`config.mk`:
```
export PLATFORM = sky130hd
export DESIGN_NAME = shift_sequencer
export DESIGN_NICKNAME = d
export VERILOG_FILES = /design/src/rtl/shift_pkg.sv /design/src/rtl/shift_op_decode.sv /design/src/rtl/shift_sequencer.sv
export SDC_FILE = /design/constraint.sdc
export NUM_CORES = 1
export LEC_CHECK = 0
export BUFFER_PORTS_ARGS = -buffer_cell sky130_fd_sc_hd__buf_2
export CORE_AREA = 2 2 42 44
export CTS_BUF_LIST = sky130_fd_sc_hd__clkbuf_8
export DETAILED_ROUTE_END_ITERATION = 10
export DIE_AREA = 0 0 44 46
export GPL_TIMING_DRIVEN = 0
export MAX_ROUTING_LAYER = met4
export PLACE_DENSITY = 0.76
export SYNTH_ARGS = -nofsm -noshare
export SYNTH_HDL_FRONTEND = slang
export SYNTH_SLANG_ARGS = --single-unit
```
`constraint.sdc`:
```
create_clock -name i_clk -period 1.7 [get_ports i_clk]
set_input_delay 0.34 -clock i_clk [delete_from_list [all_inputs] [get_ports i_clk]]
set_output_delay 0.34 -clock i_clk [all_outputs]
set_load 0.01 [all_outputs]
```
`src/rtl/shift_pkg.sv`:
```
// Shared encodings for the shift sequencer: op codes, RegDesloc commands,
// mux selects and FSM state encoding.
package shift_pkg;

    localparam logic [2:0] OP_SLL  = 3'b000;
    localparam logic [2:0] OP_SRL  = 3'b001;
    localparam logic [2:0] OP_SRA  = 3'b010;
    localparam logic [2:0] OP_SLLV = 3'b011;
    localparam logic [2:0] OP_SRLV = 3'b100;
    localparam logic [2:0] OP_SRAV = 3'b101;
    localparam logic [2:0] OP_LUI  = 3'b110;
    localparam logic [2:0] OP_ILL  = 3'b111;

    localparam logic [2:0] CMD_NOP   = 3'b000;
    localparam logic [2:0] CMD_LOAD  = 3'b001;
    localparam logic [2:0] CMD_SLL_N = 3'b010;
    localparam logic [2:0] CMD_SRL_N = 3'b011;
    localparam logic [2:0] CMD_SRA_N = 3'b100;

    localparam logic [1:0] ENTRY_IMM = 2'b00;
    localparam logic [1:0] ENTRY_B   = 2'b01;
    localparam logic [1:0] ENTRY_A   = 2'b10;

    localparam logic [1:0] NSEL_SHAMT = 2'b00;
    localparam logic [1:0] NSEL_A     = 2'b01;
    localparam logic [1:0] NSEL_16    = 2'b10;

    typedef enum logic [2:0] {
        ST_IDLE   = 3'd0,
        ST_LOAD   = 3'd1,
        ST_SHIFT  = 3'd2,
        ST_SETTLE = 3'd3,
        ST_DONE   = 3'd4
    } state_t;

endpackage

```
`src/rtl/shift_op_decode.sv`:
```
// Combinational op decode: shift op -> entry/amount mux selects, RegDesloc
// shift command and a legality flag.
module shift_op_decode
    import shift_pkg::*;
(
    input  logic [2:0] i_op,
    output logic [1:0] o_entry_sel,
    output logic [1:0] o_n_sel,
    output logic [2:0] o_cmd,
    output logic       o_legal
);

    always_comb begin
        o_entry_sel = ENTRY_B;
        o_n_sel     = NSEL_SHAMT;
        o_cmd       = CMD_NOP;
        o_legal     = 1'b1;
        case (i_op)
            OP_SLL:  o_cmd = CMD_SLL_N;
            OP_SRL:  o_cmd = CMD_SRL_N;
            OP_SRA:  o_cmd = CMD_SRA_N;
            OP_SLLV: begin o_n_sel = NSEL_A; o_cmd = CMD_SLL_N; end
            OP_SRLV: begin o_n_sel = NSEL_A; o_cmd = CMD_SRL_N; end
            OP_SRAV: begin o_n_sel = NSEL_A; o_cmd = CMD_SRA_N; end
            OP_LUI: begin
                o_entry_sel = ENTRY_IMM;
                o_n_sel     = NSEL_16;
                o_cmd       = CMD_SLL_N;
            end
            default: begin
                o_entry_sel = ENTRY_IMM;
                o_legal     = 1'b0;
            end
        endcase
    end

endmodule

```
`src/rtl/shift_sequencer.sv`:
```
// Multicycle controller that walks one shift instruction through RegDesloc
// (load, shift, settle) and then pulses done/rd_wr. Outputs are Moore.
//
//  state  | meaning
//  IDLE   | waiting for start; outputs all zero
//  LOAD   | RegDesloc loads the entry-mux operand
//  SHIFT  | RegDesloc shifts by the selected amount
//  SETTLE | NOP for SETTLE_CYCLES cycles
//  DONE   | done/rd_wr pulse, then back to IDLE
module shift_sequencer
    import shift_pkg::*;
#(
    parameter int SETTLE_CYCLES = 1
) (
    input  logic       i_clk,
    input  logic       i_reset,
    input  logic       i_start,
    input  logic [2:0] i_op,
    input  logic       i_flush,
    output logic [1:0] o_entry_sel,
    output logic [1:0] o_n_sel,
    output logic [2:0] o_shift_cmd,
    output logic       o_busy,
    output logic       o_done,
    output logic       o_rd_wr,
    output logic       o_err
);

    localparam logic [3:0] LP_SETTLE_LAST = 4'(SETTLE_CYCLES - 1);

    state_t     r_state;
    state_t     w_state_nxt;
    logic [2:0] r_op_q;
    logic [3:0] r_cnt;
    logic [3:0] w_cnt_nxt;
    logic       r_err;
    logic       w_err_nxt;
    logic       w_op_load;

    logic [2:0] w_dec_op;
    logic [1:0] w_dec_entry_sel;
    logic [1:0] w_dec_n_sel;
    logic [2:0] w_dec_cmd;
    logic       w_dec_legal;

    // One decoder serves both jobs: legality of the incoming op while idle,
    // and the mux/command decode of the latched op while busy.
    assign w_dec_op = (r_state == ST_IDLE) ? i_op : r_op_q;

    shift_op_decode u_decode (
        .i_op        (w_dec_op),
        .o_entry_sel (w_dec_entry_sel),
        .o_n_sel     (w_dec_n_sel),
        .o_cmd       (w_dec_cmd),
        .o_legal     (w_dec_legal)
    );

    always_ff @(posedge i_clk or posedge i_reset) begin
        if (i_reset) begin
            r_state <= ST_IDLE;
            r_op_q  <= OP_SLL;
            r_cnt   <= '0;
            r_err   <= 1'b0;
        end else begin
            r_state <= w_state_nxt;
            r_cnt   <= w_cnt_nxt;
            r_err   <= w_err_nxt;
            if (w_op_load) begin
                r_op_q <= i_op;
            end
        end
    end

    always_comb begin
        w_state_nxt = r_state;
        w_cnt_nxt   = r_cnt;
        w_err_nxt   = 1'b0;
        w_op_load   = 1'b0;
        if (i_flush) begin
            w_state_nxt = ST_IDLE;
        end else begin
            case (r_state)
                ST_IDLE: begin
                    if (i_start) begin
                        if (w_dec_legal) begin
                            w_op_load   = 1'b1;
                            w_state_nxt = ST_LOAD;
                        end else begin
                            w_err_nxt = 1'b1;
                        end
                    end
                end
                ST_LOAD:  w_state_nxt = ST_SHIFT;
                ST_SHIFT: begin
                    w_state_nxt = ST_SETTLE;
                    w_cnt_nxt   = LP_SETTLE_LAST;
                end
                ST_SETTLE: begin
                    if (r_cnt == 4'd0) begin
                        w_state_nxt = ST_DONE;
                    end else begin
                        w_cnt_nxt = r_cnt - 4'd1;
                    end
                end
                ST_DONE:  w_state_nxt = ST_IDLE;
                default:  w_state_nxt = ST_IDLE;
            endcase
        end
    end

    always_comb begin
        o_entry_sel = ENTRY_IMM;
        o_n_sel     = NSEL_SHAMT;
        o_shift_cmd = CMD_NOP;
        o_busy      = 1'b0;
        o_done      = 1'b0;
        o_rd_wr     = 1'b0;
        if (r_state != ST_IDLE) begin
            o_entry_sel = w_dec_entry_sel;
            o_n_sel     = w_dec_n_sel;
            o_busy      = 1'b1;
        end
        case (r_state)
            ST_LOAD:  o_shift_cmd = CMD_LOAD;
            ST_SHIFT: o_shift_cmd = w_dec_cmd;
            ST_DONE: begin
                o_done  = 1'b1;
                o_rd_wr = 1'b1;
            end
            default: ;
        endcase
    end

    assign o_err = r_err;

endmodule

```
; Word-level counts from Yosys, hierarchy flattened
; Index checks and enable logic that the tools add are counted.
[totals]
wordCells = 58
output_inout_bits = 11
latchBits = 0
memories = 0
reg_bits = 11
romBits = 0
in_bits = 7
mem_bits_rw = 0
[classes]
multipliers = 0
eq_ne = 14
n_div = 0
bitwise = 1
magnitude_cmp = 0
shift = 0
addsub = 1
mux = 25
reduce_logical = 13
[ops]
columns = op, count
row1 = $mux 3, 5
row2 = $eq 3x2->1 const B, 4
row3 = $eq 3x3->1 const B, 4
row4 = $mux 1, 12
row5 = $pmux 3 s4, 1
row6 = $pmux 3 s3, 1
row7 = $pmux 4 s2, 1
row8 = $reduce_or 7->1, 1
row9 = $eq 3x1->1 const B, 2
row10 = $logic_not 3->1, 2
row11 = $ne 3x3->1 const B, 2
row12 = $pmux 3 s2, 1
row13 = $reduce_and 3->1, 2
row14 = $reduce_or 3->1, 2
row15 = $reduce_or 6->1, 1
row16 = $logic_not 4->1, 1
row17 = $mux 2, 2
row18 = $mux 4, 1
row19 = $pmux 2 s2, 1
row20 = $reduce_or 2->1, 2
row21 = $sub 4x1->4 const B, 1
row22 = $ne 3x2->1 const B, 1
row23 = $reduce_bool 3->1, 1
row24 = $ne 2x2->1 const B, 1
row25 = 2 further kinds, 2

; Logic depth before layout (Yosys ltp)
[depth]
depth_word = 9
mapped_depth = 5
ltp_nobuf = 5

; By module
; Synthesis repeated with hierarchy kept, for this count alone.
[unflattened]
hier_cells = 85
hier_area_um2 = 738.2
[by_module_without_submodules]
columns = mod, instances, area_per_inst_um2, cells_each, seq_area_each_um2
row1 = shift_sequencer, 1, 651.9, 69, 275.3
row2 = shift_op_decode, 1, 86.3, 16, 0.0

; Least setup slack after synthesis
; No wires, ideal clock.
[synth_timing]
kind = reg2reg
from = register r_state[2]
to = register r_op_q[0]
setup_ns = 0.128
arrival_time_ns = 1.533
period_less_slack_ns = 1.660
slack_ns = 0.040
path_stages_with_launch = 4
n_path_buf = 0
required_time_ns = 1.572
path_cell_list = dfrtp_1 or4b_4 nor3b_2 mux2_1
[synth_between]
elab_chain_cells = 9
word_cells_on_any_way = 15
cone_classes = eq/ne (6) / mux (6) / reduce/logical (3)
[synth_lines]
columns = item, line_no
row1 = from (decl), shift_sequencer.sv:31  ; state_t r_state;
row2 = from (signal assigned), shift_sequencer.sv:65  ; r_state <= w_state_nxt;
row3 = $logic_not 3->1 *, "shift_sequencer.sv:48, shift_sequencer.sv:82"
row4 = $mux 3, shift_sequencer.sv:48  ; assign w_dec_op = (r_state == ST_IDLE) ? i_op : r_op_q;
row5 = "$eq 3x1->1, or another cell as far along", shift_op_decode.sv:18  ; case (i_op)
row6 = $reduce_or 7->1 (no line), -
row7 = $mux 1, shift_op_decode.sv:18
row8 = $mux 1, shift_sequencer.sv:85  ; if (w_dec_legal) begin
row9 = $mux 1, shift_sequencer.sv:84  ; if (i_start) begin
row10 = $mux 1 *, shift_sequencer.sv:82  ; case (r_state)
row11 = $mux 1 *, shift_sequencer.sv:79  ; if (i_flush) begin
row12 = to (signal assigned), shift_sequencer.sv:69  ; r_op_q <= i_op;
row13 = to (decl), shift_sequencer.sv:33  ; logic [2:0] r_op_q;
; Every way passes the cells marked *; elsewhere a longest branch is shown, timed or not.
; A chain may end at the register's enable or synchronous reset.

; Worst setup path after layout
[layout_timing]
from = register r_state[0]
to = register r_op_q[0]
; Same word-level chain as after synthesis.

==> metrics.txt <==
status completed; worst setup margin 0.00660 ns; fmax about 590 MHz; Worst-path clk slew 0.06 ns; DR DRC count 0; CP Data Arrival Time 1.82 ns; clock sink total 11; clock share of power 18.4%; FF+latch count, synth 11; number of synthesized flops with an enable pin 0; CP required 1.82 ns; Syn Area/Cell between 9 and 10 um2; Synth area leader dfrtp_1; routed length per instance 13.5 um; Max-Cap Viols 0; CTS Hold Buffers Added 0; # port buffers 16; Async SR Flop Fraction 100%; CTS max path bufs 2; fill count ~140; vias per inst 5.33; Gate power share 48.2%; Peak VDD IR 885 uV; gpl congestion 0.845; clock skew 0.00690 ns; initial antenna violation count 0; Detailed Place HPWL 1070 um; Pint 0.870 mW; wirelength, routed 1660 um; Die ar. 0.00202 mm2; WP buf/inv 0; H-tree Lvls 1; Setup-failing EPs final 0; slowest library cell on the worst path or4b_4; post-route clock period utilization 99.6%; leak pwr 0.493 nW; unrepaired setup endpoints after global routing true; critical path launch point type flop; Ports 18; Die Width 44 um; Sw Share 39.0%; DR iter-0 viols 10; worst-path cell chain or4b_4 > nor3b_4 > mux2_4; n_diodes 0; DR pass1 iterations 4; type of the most critical hold path in2async; Final Hold Fails 0; crit end category flop; CTS root buf clkbuf_8; commonest non-fill, non-tap cell in the layout buf_2; post-layout min period 1.69 ns; Critical Path Max Stage Delay roughly 0.55 ns; Switching Power between 0.5 and 0.6 mW; largest net degree at the start of global routing 12; Max Slew Vio Count 0; # nets final 116; main flop type after synthesis dfrtp_1; Starting Density 44.7%; worst skew pair latency 0.24 ns; yosys synthesis warning count 0; core area 0.00161 mm2; GRT Total Usage between 10% and 20%; placed cells 113; layout cells sized above 1 between 40% and 50%; Worst Setup Path Type reg2reg; total number of vias 656; register area share after synthesis between 30% and 40%; Multi-input gate area 439 um2; Pwr Density 1440 mW/mm2; Yosys top cell area share 38.1%; setup slack after placement -0.0755 ns; TritonCTS clock tree yes; vias in the first global route 597; post-synthesis instance area 722 um2; Die Y 46 um; P&R area growth vs syn 37.4%; GR Overflow Total 0; row count 15; sequential power share 33.5%; Netlist cell types 35; first-pass GRT wire length 2580 um; Layout Cells excl Fill 123; synth top area cells dfrtp_1, nand2_1, mux2_1; Antenna Nets Post-Route 0; Syn Nets just under 90; Storage cell area 280 um2; commonest non-fill, non-tap cells in the layout buf_2, buf_4, nand2_1; Inserted Clock Buffers 3; Max FO, Critical Path 4; cells after synthesis 80; family with the most delay on the worst path simple AND/OR/NAND/NOR gates
cell type report:
type | instances | area share (%)
clock buffer | 3 | 4.16
sequential | 11 | 28.2
buffer | 5 | 3.91
timing repair buffer | 25 | 14.9
tap | 17 | 2.14
multi-input combinational | 56 | 44.3
clock inverter | 1 | 0.504
inverter | 5 | 1.89
synthesized netlist by cell type (all sizes together), types with 2 or more instances:
cell type,instances
nor3,3
mux2,4
nor2,6
ha,2
o311ai,2
clkbuf,4
a21oi,3
and2,2
nand2,9
or2,2
dfrtp,11
nor3b,3
buf,4
nand3,5
inv,5
through the flow:
stage / util [%] / hold slack (ns) / instance area [um2] / total power, mW / TNS (ns)
after CTS: 57.1 / 0.108 / 922 / 1.31 / -0.0281
after global placement: 51.0 / 0.360 / 823 / 0.952 / -0.0899
after floorplan: - / 0.192 / 722 / 0.836 / 0
final: 61.5 / 0.0925 / 992 / 1.43 / 0
after detailed placement: 51.0 / 0.364 / 823 / 0.985 / -0.219
after global routing: 61.5 / 0.143 / 992 / 1.54 / -0.0745
state kept, by name, summed over array words and instances, names as in the netlist:
signal	cells
r_op_q	3
r_state	3
r_cnt	4
o_err	1
routing by layer:
| layer | global-route usage (%) | share of wire (%) | wire length [um] |
|---|---|---|---|
| met5 | - | 0 | 0 |
| met4 | 6.06 | 0.60 | 10 |
| met3 | 3.57 | 3.8 | 63 |
| met2 | 32.9 | 53 | 879 |
| met1 | 19.8 | 43 | 710 |
logic make-up after synthesis:
| logic type | after synthesis | share of synthesized area, % |
|---|---|---|
| buf+inv | 13 | 8.49 |
| flops | 11 | 38.1 |
| xor+xnor | 1 | 1.21 |
| other cells | 1 | 0.519 |
| fa+ha+maj | 2 | 3.47 |
| mux | 5 | 7.63 |
| simple gates | 36 | 27.9 |
| compound gates | 11 | 12.7 |
power groups by stage:
stage | sequential, mW | clock, mW | combinational, mW
global placement | 0.404 | 0 | 0.548
CTS | 0.471 | 0.271 | 0.568
global route | 0.491 | 0.288 | 0.757
floorplan | 0.395 | 0 | 0.441
finish | 0.477 | 0.262 | 0.687
detailed placement | 0.408 | 0 | 0.577
path summary, 6_finish.rpt:
kind                                  from  slack [ns]          to  cells past startpoint
worst max-delay path            r_state[0]       0.007   r_op_q[0]                      3
worst min-delay path               i_reset        0.09    r_cnt[0]                      2
worst max register to register  r_state[0]       0.007   r_op_q[0]                      3
worst min register to register  r_state[2]        0.47  r_state[1]                      1
max in group asynchronous          i_reset        1.27  r_state[2]                      2
min in group i_clk                 i_flush        0.29  r_state[1]                      2
timing repair:
action,in CTS,in global routing
gates resized for setup,10,10
pin swaps,2,2
hold endpoints to repair,0,0
setup buffers,4,5
setup endpoints to repair,10,15
Power figures use the tool's default switching activity.
